[config.mk]
export PLATFORM = sky130hd
export DESIGN_NAME = pipelined_prefix_adder
export DESIGN_NICKNAME = d
export VERILOG_FILES = /design/src/rtl/pipelined_prefix_adder_pkg.sv /design/src/rtl/prefix_gp_cell.sv /design/src/rtl/pipelined_prefix_adder.sv
export SDC_FILE = /design/constraint.sdc
export NUM_CORES = 1
export LEC_CHECK = 0
export CAP_MARGIN = 15
export CORE_ASPECT_RATIO = 1.5
export CORE_MARGIN = 2
export CORE_UTILIZATION = 40
export CTS_CLUSTER_SIZE = 25
export DETAILED_ROUTE_END_ITERATION = 7
export GPL_ROUTABILITY_DRIVEN = 0
export GPL_TIMING_DRIVEN = 0
export PLACE_DENSITY = 0.59
export SYNTH_ARGS = -nofsm -noshare
export SYNTH_HDL_FRONTEND = slang
export SYNTH_SLANG_ARGS = --single-unit
[constraint.sdc]
create_clock -name clk -period 16.3 [get_ports clk]
set_input_delay 4.89 -clock clk [delete_from_list [all_inputs] [get_ports clk]]
set_output_delay 4.89 -clock clk [all_outputs]
set_load 0.01 [all_outputs]
[src/rtl/pipelined_prefix_adder_pkg.sv]
// Shared types and elaboration helpers for the pipelined Kogge-Stone adder.
package pptrees_adder_pkg;

    typedef struct packed {
        logic g;
        logic p;
    } gp_t;

    localparam int MIN_WIDTH       = 2;
    localparam int MIN_STAGE_EVERY = 1;

    function automatic int prefix_levels(input int width);
        int l = 0;
        while ((1 << l) < width) l++;
        return l;
    endfunction

    function automatic int pipe_latency(input int width, input int stage_every);
        return 1 + (prefix_levels(width) - 1) / stage_every;
    endfunction

    function automatic bit cfg_ok(input int width, input int stage_every);
        return (width >= MIN_WIDTH) && (stage_every >= MIN_STAGE_EVERY);
    endfunction

endpackage

[src/rtl/prefix_gp_cell.sv]
// Kogge-Stone (g,p) combine: g is an ao21, p is an and2.
module prefix_gp_cell
    import pptrees_adder_pkg::*;
(
    input  gp_t hi,
    input  gp_t lo,
    output gp_t o
);

    assign o.g = hi.g | (hi.p & lo.g);
    assign o.p = hi.p & lo.p;

endmodule

[src/rtl/pipelined_prefix_adder.sv]
// Pipelined Kogge-Stone adder/subtractor with bubble-collapsing valid/ready stages.
module pipelined_prefix_adder
    import pptrees_adder_pkg::*;
#(
    parameter int WIDTH       = 32,
    parameter int STAGE_EVERY = 2,
    parameter int TAG_W       = 4
) (
    input  logic             clk,
    input  logic             rst,
    input  logic             in_valid,
    output logic             in_ready,
    input  logic [WIDTH-1:0] in_a,
    input  logic [WIDTH-1:0] in_b,
    input  logic             in_cin,
    input  logic             in_sub,
    input  logic [TAG_W-1:0] in_tag,
    output logic             out_valid,
    input  logic             out_ready,
    output logic [WIDTH-1:0] out_sum,
    output logic             out_cout,
    output logic             out_ovf,
    output logic [TAG_W-1:0] out_tag
);

    localparam int LEVELS = prefix_levels(WIDTH);
    localparam int NSTG   = pipe_latency(WIDTH, STAGE_EVERY);
    localparam bit CFG_OK = cfg_ok(WIDTH, STAGE_EVERY);

    if (!CFG_OK) begin : g_bad_cfg
        $error("pipelined_prefix_adder: WIDTH must be >= 2 and STAGE_EVERY >= 1");
    end

    logic [NSTG-1:0] vld_pipe;
    logic [NSTG-1:0] up_vld;
    logic [NSTG-1:0] ld;
    logic [NSTG:0]   rdy;

    // A stage may load whenever it is empty or its successor is draining.
    always_comb begin
        rdy       = '0;
        rdy[NSTG] = out_ready;
        for (int s = NSTG - 1; s >= 0; s--) rdy[s] = ~vld_pipe[s] | rdy[s+1];
        up_vld[0] = in_valid;
        for (int s = 1; s < NSTG; s++) up_vld[s] = vld_pipe[s-1];
        ld = rdy[NSTG-1:0] & up_vld;
    end

    always_ff @(posedge clk or posedge rst) begin
        if (rst) begin
            vld_pipe <= '0;
        end else begin
            for (int s = 0; s < NSTG; s++) if (rdy[s]) vld_pipe[s] <= up_vld[s];
        end
    end

    assign in_ready  = rdy[0];
    assign out_valid = vld_pipe[NSTG-1];

    // Position j carries bit j-1; position 0 is the virtual carry-in bit.
    // The top operand bit stays out of the tree and is folded in after it.
    for (genvar k = 0; k <= LEVELS; k++) begin : g_lvl
        gp_t [WIDTH-1:0]  nd;
        logic [WIDTH-1:0] p0;
        logic             gt;
        logic [TAG_W-1:0] tg;

        if (k == 0) begin : g_pre
            logic [WIDTH-1:0] bx;
            assign bx    = in_b ^ {WIDTH{in_sub}};
            assign p0    = in_a ^ bx;
            assign gt    = in_a[WIDTH-1] & bx[WIDTH-1];
            assign tg    = in_tag;
            assign nd[0] = '{g: in_cin ^ in_sub, p: 1'b0};
            for (genvar j = 1; j < WIDTH; j++) begin : g_bit
                assign nd[j] = '{g: in_a[j-1] & bx[j-1], p: p0[j-1]};
            end
        end else begin : g_level
            localparam int D = 1 << (k - 1);
            gp_t [WIDTH-1:0] cmb;

            for (genvar j = 0; j < WIDTH; j++) begin : g_pos
                if (j >= D) begin : g_cell
                    prefix_gp_cell u_cell (
                        .hi (g_lvl[k-1].nd[j]),
                        .lo (g_lvl[k-1].nd[j-D]),
                        .o  (cmb[j])
                    );
                end else begin : g_pass
                    assign cmb[j] = g_lvl[k-1].nd[j];
                end
            end

            if ((k % STAGE_EVERY == 0) && (k < LEVELS)) begin : g_reg
                localparam int S = k / STAGE_EVERY - 1;
                always_ff @(posedge clk or posedge rst) begin
                    if (rst) begin
                        nd <= '0;
                        p0 <= '0;
                        gt <= 1'b0;
                        tg <= '0;
                    end else if (ld[S]) begin
                        nd <= cmb;
                        p0 <= g_lvl[k-1].p0;
                        gt <= g_lvl[k-1].gt;
                        tg <= g_lvl[k-1].tg;
                    end
                end
            end else begin : g_wire
                assign nd = cmb;
                assign p0 = g_lvl[k-1].p0;
                assign gt = g_lvl[k-1].gt;
                assign tg = g_lvl[k-1].tg;
            end
        end
    end

    logic [WIDTH:0] carry;
    logic           unused_p;

    always_comb begin
        carry    = '0;
        unused_p = 1'b0;
        for (int i = 0; i < WIDTH; i++) begin
            carry[i] = g_lvl[LEVELS].nd[i].g;
            unused_p = unused_p ^ g_lvl[LEVELS].nd[i].p;
        end
        carry[WIDTH] = g_lvl[LEVELS].gt | (g_lvl[LEVELS].p0[WIDTH-1] & carry[WIDTH-1]);
    end

    logic [WIDTH-1:0] sum_q;
    logic             cout_q;
    logic             ovf_q;
    logic [TAG_W-1:0] tag_q;

    always_ff @(posedge clk or posedge rst) begin
        if (rst) begin
            sum_q  <= '0;
            cout_q <= 1'b0;
            ovf_q  <= 1'b0;
            tag_q  <= '0;
        end else if (ld[NSTG-1]) begin
            sum_q  <= g_lvl[LEVELS].p0 ^ carry[WIDTH-1:0];
            cout_q <= carry[WIDTH];
            ovf_q  <= carry[WIDTH] ^ carry[WIDTH-1];
            tag_q  <= g_lvl[LEVELS].tg;
        end
    end

    assign out_sum  = sum_q;
    assign out_cout = cout_q;
    assign out_ovf  = ovf_q;
    assign out_tag  = tag_q;

endmodule

==> out/qor.csv, run 1 <==
stage,metric,value,unit
placement,numPortBuffers,112,
hold_path,min_path_type,flop to flop,
global_route,grt.met1_usage,26.2,%
pwr,power_density,143,nW/um^2
clock_tree,htreeDepth,1,
die,die-area,26800,sq um
critical_path,endpoint_kind,output port,
global_route,grt_busiest_layer,met2,
critical_path,reg2reg_depth,4,
final_layout,fill_cells,2408,
pwr,p_leak,5.53,nW
clock_tree,cts_buffer_depth,3,
die,fp.coreArea,25100,sq um
global_route,grt_pass1_vias,7624,
final_layout,num-nets-final,1219,
final_layout,diodes,0,
sta,finalHoldViolCount,0,
sta,finalWorstSetupSlack,5300,ps
sta,finalMaxSlewViolations,0,
global_route,antenna_found_initial,0,
clock_tree,clk_pin_slew,60,ps
logic_synthesis,netlist_instances,970,
critical_path,critPathRequiredTime,11410,ps
job,maxCapViolCount,0,
die,fp.dieH,200,microns
sta,max_freq,90.9,MHz
sta,setup-tns-final,0,ps
logic_synthesis,synthesis.area,10200,sq um
logic_synthesis,synth_top_cell_by_area,dfrtp_1,
sta,skew,8.75,ps
final_layout,final_common_cell,nand2_1,
logic_synthesis,netlist.area_leader.share,54.8,%
placement,post-place-ws,5290,ps
clock_tree,cts_hold_buf,0,
placement,place_hpwl,21500,microns
global_route,grt_max_degree,117,
clock_tree,postCtsSetupRepairBufs,0,
final_layout,areaGrowthSynthToFinish,23.0,%
die,floorplan.rows,71,
global_route,track_usage,21.0,%
die,dieWidth,134,microns
sta,post-route-min-period,11000,ps
critical_path,critical_path_arrival,6110,ps
global_route,use_met3,2.13,%
sta,final.period_utilization,67.5,%
route,wl_per_cell,19.0,microns
die,start_util,40.7,%
route,num_vias,7459,
route,final_antenna_net_count,0,
critical_path,crit_type,input port to output port,
clock_tree,cts_resized,0,
logic_synthesis,syn_area_per_cell,10.5,sq um
logic_synthesis,synth_nets,1082,
global_route,use_met2,38.5,%
logic_synthesis,yosysUniqueCellTypes,28,
route,first_pass_iters,5,
sta,rsz0062_at_grt,no,
clock_tree,cts.sinks,223,
final_layout,drive_gt1_share,11.6,%
die,pin_count,114,
hold_path,hold-path-cell-count,2,
outcome,status,completed,
global_route,grt_overflow,0,
logic_synthesis,yosysWarnings,0,
critical_path,critPathMaxFanout,4,
clock_tree,insertion_delay,500,ps
clock_tree,cts_tree,done,
clock_tree,cts-buffers-inserted,22,
route,drtIter0Drc,391,
route,route.detailed.drc,0,
sta,max_slew_margin,46.9,%
clock_tree,cts-root-buf,clkbuf_16,
sta,setup_violations,0,
logic_synthesis,synth-seq-cells,223,
logic_synthesis,seq_area_frac_synth,54.8,%
route,drt-total-wl,27500,microns
global_route,grt_first_pass_wirelength,43000,microns
pwr,peakVddDrop,0.0711,mV
critical_path,startpoint_type,input port,
sta,worst_slew_pin_slew,796,ps
route,vias_per_cell,5.14,
final_layout,final_cell_mix,"251 x nand2_1, 223 x dfrtp_1, 112 x clkdlybuf4s50_1",
logic_synthesis,yosys-top-cells-area,"dfrtp_1 55%, nand2_1 9.2%, mux2_2 6.5%",
## synth_stat cells
master,n
and2_1,5
o211ai_1,22
nand2b_1,4
xnor2_1,17
nor2_1,19
inv_1,1
dfrtp_1,223
clkbuf_1,13
mux2_2,59
a211oi_1,8
xor2_1,48
nand3b_1,6
buf_6,6
a21oi_1,66
a2111oi_0,1
a31oi_1,6
nand3_1,9
ha_1,38
o31ai_1,26
o21ai_0,74
nand4b_2,1
a21boi_0,4
buf_4,5
buf_2,20
a21o_1,6
nand4_1,10
o21a_1,22
nand2_1,251
## through the flow
step	instance area [sq um]	total power [W]	util (%)	cells	hold WS, ps
3_3_place_gp	11700	0.00126	46.8	1410	455
6_report	12500	0.00179	50.0	1451	469
2_1_floorplan	10200	0.00104	-	970	442
5_1_grt	12500	0.00188	50.0	1451	491
3_5_place_dp	11800	0.00127	46.9	1411	460
4_1_cts	12500	0.00181	50.0	1451	475
## worst paths after layout
kind | from | endpoint | slack, ps
max reg2reg | vld_pipe[2] | g_lvl[4].tg[2] | 14510
max | out_ready | in_ready | 5300
min in group asynchronous | rst | out_cout | 4960
min | g_lvl[2].p0[4] | g_lvl[2].p0[4] | 470
min reg2reg | g_lvl[2].p0[4] | g_lvl[2].p0[4] | 470
max in group asynchronous | rst | g_lvl[4].p0[5] | 10340
## flip-flops by register name, indices dropped and copies added (netlist names)
name,count
carry,16
g_lvl.gt,2
g_lvl.nd,92
g_lvl.p0,64
g_lvl.tg,8
out_cout,1
out_ovf,1
out_sum,32
out_tag,4
vld_pipe,3
## worst max-delay path: stages
cell,delay [ps]
clkdlybuf4s50_1,500
nand4b_2,160
clkdlybuf4s50_1,560
## area by class of cell
class	count	area [sq um]	share of cell area (%)
flip-flops and latches	223	5580	44.5
clock buffers	31	656	5.23
clock inverters	9	120	0.958
plain buffers	44	254	2.03
multi-input cells	702	4350	34.7
repair buffers	113	1150	9.16
well taps	328	410	3.27
inverters	1	11.3	0.0898
## per-layer routing
layer / vias up / wire length (microns)
li1: 3633 / -
met2: 173 / 14400
met3: 42 / 936
met5: - / 0
met1: 3611 / 11500
met4: 0 / 646
## cells by family (layout without fill, tap and decap cells)
| logic type | Yosys count | in the layout | share of synthesized area [%] |
|---|---|---|---|
| AOI/OAI and AO/OA | 235 | 235 | 13.8 |
| xor gates and xnor gates | 65 | 65 | 5.59 |
| adders and majority gates | 38 | 38 | 4.66 |
| buffers and inverters | 45 | 198 | 2.53 |
| DFF | 223 | 223 | 54.8 |
| muxes | 59 | 59 | 6.52 |
| and+or+nand+nor | 305 | 305 | 12.1 |
## where the power goes
group | leakage, nW | internal (W) | switching [W]
Combinational | 2.39 | 0.000234 | 0.000223
Sequential | 2.75 | 0.000690 | 0.000102
Clock | 0.389 | 0.000328 | 0.000214
(Power assumes the default switching activity.)
==> run 2: changes to the inputs <==
==> constraint.sdc (replaced) <==
create_clock -name clk -period 10.65 [get_ports clk]
set_input_delay 3.195 -clock clk [delete_from_list [all_inputs] [get_ports clk]]
set_output_delay 3.195 -clock clk [all_outputs]
set_load 0.01 [all_outputs]
==> results of run 2 <==
Same layout as run 1 (identical final DEF). Status: completed.
Among the figures that moved: setup slack after placement 5290 ps -> 3030 ps; setup slack after layout 5300 ps -> 3040 ps; register-to-register setup slack 14510 ps -> 8860 ps; total power 0.00179 W -> 0.00274 W; worst IR drop on VDD 0.0711 mV -> 0.109 mV
==> run 3: changes to the inputs <==
==> constraint.sdc (replaced) <==
create_clock -name clk -period 7.15 [get_ports clk]
set_input_delay 2.145 -clock clk [delete_from_list [all_inputs] [get_ports clk]]
set_output_delay 2.145 -clock clk [all_outputs]
set_load 0.01 [all_outputs]
==> out/qor.csv, run 3 (synthesized netlist as in run 1, its figures left out) <==
stage,metric,value,unit,change
critical_path,crit_top_cell,clkdlybuf4s50_1,,
route,drt-total-wl,27800,microns,+1.1%
final_layout,drive_gt1_share,11.6,%,+0.058 points
sta,setup_violations,0,,unchanged
critical_path,endpoint_kind,output port,,
hold_path,hp-start,g_lvl[2].p0[21],,
global_route,track_usage,21.5,%,+0.55 points
route,first_pass_iters,5,,unchanged
critical_path,critPathRequiredTime,5010,ps,
global_route,grt_first_pass_wirelength,44100,microns,+2.4%
clock_tree,cts_resized,0,,unchanged
critical_path,rrSetupSlack,5380,ps,
sta,final.period_utilization,77.0,%,
pwr,peakVddDrop,0.184,mV,
clock_tree,cts.sinks,223,,unchanged
clock_tree,clk_pin_slew,60,ps,about the same
die,floorplan.rows,71,,unchanged
route,final_antenna_net_count,0,,unchanged
final_layout,num-nets-final,1224,,+0.41%
route,vias_per_cell,5.19,,+0.90%
clock_tree,cts_buffer_depth,3,,unchanged
die,pin_count,114,,unchanged
global_route,antenna_found_initial,0,,unchanged
route,num_vias,7542,,+1.1%
clock_tree,cts_tree,done,,
clock_tree,insertion_delay,510,ps,about the same
global_route,grt_max_degree,41,,-65%
critical_path,crit_type,input port to output port,,
clock_tree,postCtsSetupRepairBufs,0,,unchanged
sta,worst_slew_pin_slew,716,ps,-79.6 ps
critical_path,reg2reg_to,g_lvl[2].tg[0],,
route,route.detailed.drc,0,,unchanged
final_layout,fill_cells,2400,,-0.33%
die,die-area,26800,sq um,unchanged
clock_tree,htreeDepth,1,,unchanged
pwr,fin_total_pwr,0.00401,W,
sta,skew,9.46,ps,+0.704 ps
sta,finalMaxSlewViolations,0,,unchanged
critical_path,path_cells,clkdlybuf4s50_1 > nand4b_2 > clkdlybuf4s50_1,,
hold_path,worst_hold_path.endpoint,g_lvl[2].p0[21],,
sta,max_slew_margin,51.0,%,+4.1 points
final_layout,largest-register,g_lvl.nd,,
die,fp.coreArea,25100,sq um,unchanged
global_route,grt_pass1_vias,7796,,+2.3%
final_layout,areaGrowthSynthToFinish,23.3,%,
pwr,power_density,319,nW/um^2,
sta,finalHoldViolCount,0,,unchanged
sta,rsz0062_at_grt,no,,
critical_path,cpPeakStageDelay,550,ps,about the same
critical_path,reg2reg_depth,6,,+2
final_layout,final_cell_mix,"251 x nand2_1, 223 x dfrtp_1, 112 x clkdlybuf4s50_1",,
critical_path,critPathMaxFanout,4,,unchanged
clock_tree,cts-buffers-inserted,22,,unchanged
hold_path,hold-path-cell-count,2,,unchanged
critical_path,reg2reg_from,vld_pipe[1],,
route,drtIter0Drc,329,,-16%
final_layout,final_common_cell,nand2_1,,
critical_path,cp_slowest_cell,clkdlybuf4s50_1,,
die,start_util,40.7,%,unchanged
hold_path,min_path_type,flop to flop,,
sta,max_freq,182,MHz,
die,fp.dieH,200,microns,unchanged
outcome,status,completed,,
global_route,grt_overflow,0,,unchanged
critical_path,startpoint_type,input port,,
job,maxCapViolCount,0,,unchanged
sta,setup-tns-final,0,ps,unchanged
clock_tree,cts-root-buf,clkbuf_16,,
final_layout,diodes,0,,unchanged
final_layout,largest_reg_flops,92,,unchanged
pwr,p_leak,5.53,nW,about the same
die,dieWidth,134,microns,unchanged
final_layout,final_util,50.2,%,+0.14 points
sta,post-route-min-period,5500,ps,
critical_path,critical_path_arrival,3360,ps,
placement,place_hpwl,22000,microns,+2.5%
clock_tree,cts_hold_buf,0,,unchanged
route,wl_per_cell,19.1,microns,+0.85%
placement,numPortBuffers,112,,unchanged
-- run 3: cell types whose count changed in the layout (fill, tap and decap cells not counted), sizes merged --
cell | previous run | this run
buf | 32 | 37
clkinvlp | 0 | 2
clkinv | 6 | 3
inv | 1 | 0
bufinv | 3 | 1
clkbuf | 44 | 46
-- run 3: worst max-delay path by stage --
stage,start,endpoint,slack [ps]
2_1_floorplan,rst,carry[0],2090
3_3_place_gp,rst,g_lvl[2].nd[17],330
3_5_place_dp,out_ready,in_ready,1640
4_1_cts,out_ready,in_ready,1630
5_1_grt,out_ready,in_ready,1600
6_report,out_ready,in_ready,1650
-- run 3: power breakdown --
part / internal (W) / total (W) / switching (W)
logic: 0.000538 / 0.00105 / 0.000510
registers: 0.00157 / 0.00181 / 0.000236
clock network: 0.000675 / 0.00115 / 0.000479
total: 0.00279 / 0.00401 / 0.00122
-- run 3: per-stage QoR --
stage          hold WS, ps  setup slack (ps)  cell area [sq um]  cells
3_5_place_dp           460              1640              11900   1416
2_1_floorplan          442              2090              10200    970
3_3_place_gp           457               326              11700   1410
6_report               470              1650              12600   1454
5_1_grt                497              1600              12600   1454
4_1_cts                475              1630              12600   1454
-- run 3: worst max-delay path: cells and delay by family --
kind | cells | cell delay [ps]
buffers and inverters | 2 | 1040
and+or+nand+nor | 1 | 170
-- run 3: area by class of cell --
type                    count  area (sq um)  share of cell area (%)
plain buffers              44           254                    2.02
clock buffers              33           663                    5.28
clock inverters             5          52.6                   0.418
inverters                   1          7.51                  0.0597
multi-input cells         702          4350                    34.6
flip-flops and latches    223          5580                    44.4
well taps                 328           410                    3.26
repair buffers            118          1250                    9.93
-- run 3: per-layer routing --
metal | GRT usage (%) | part of all wire (%)
met5 | 0 | 0
met4 | 7.33 | 3.1
met3 | 2.41 | 3.6
met2 | 38.9 | 52
met1 | 26.6 | 41
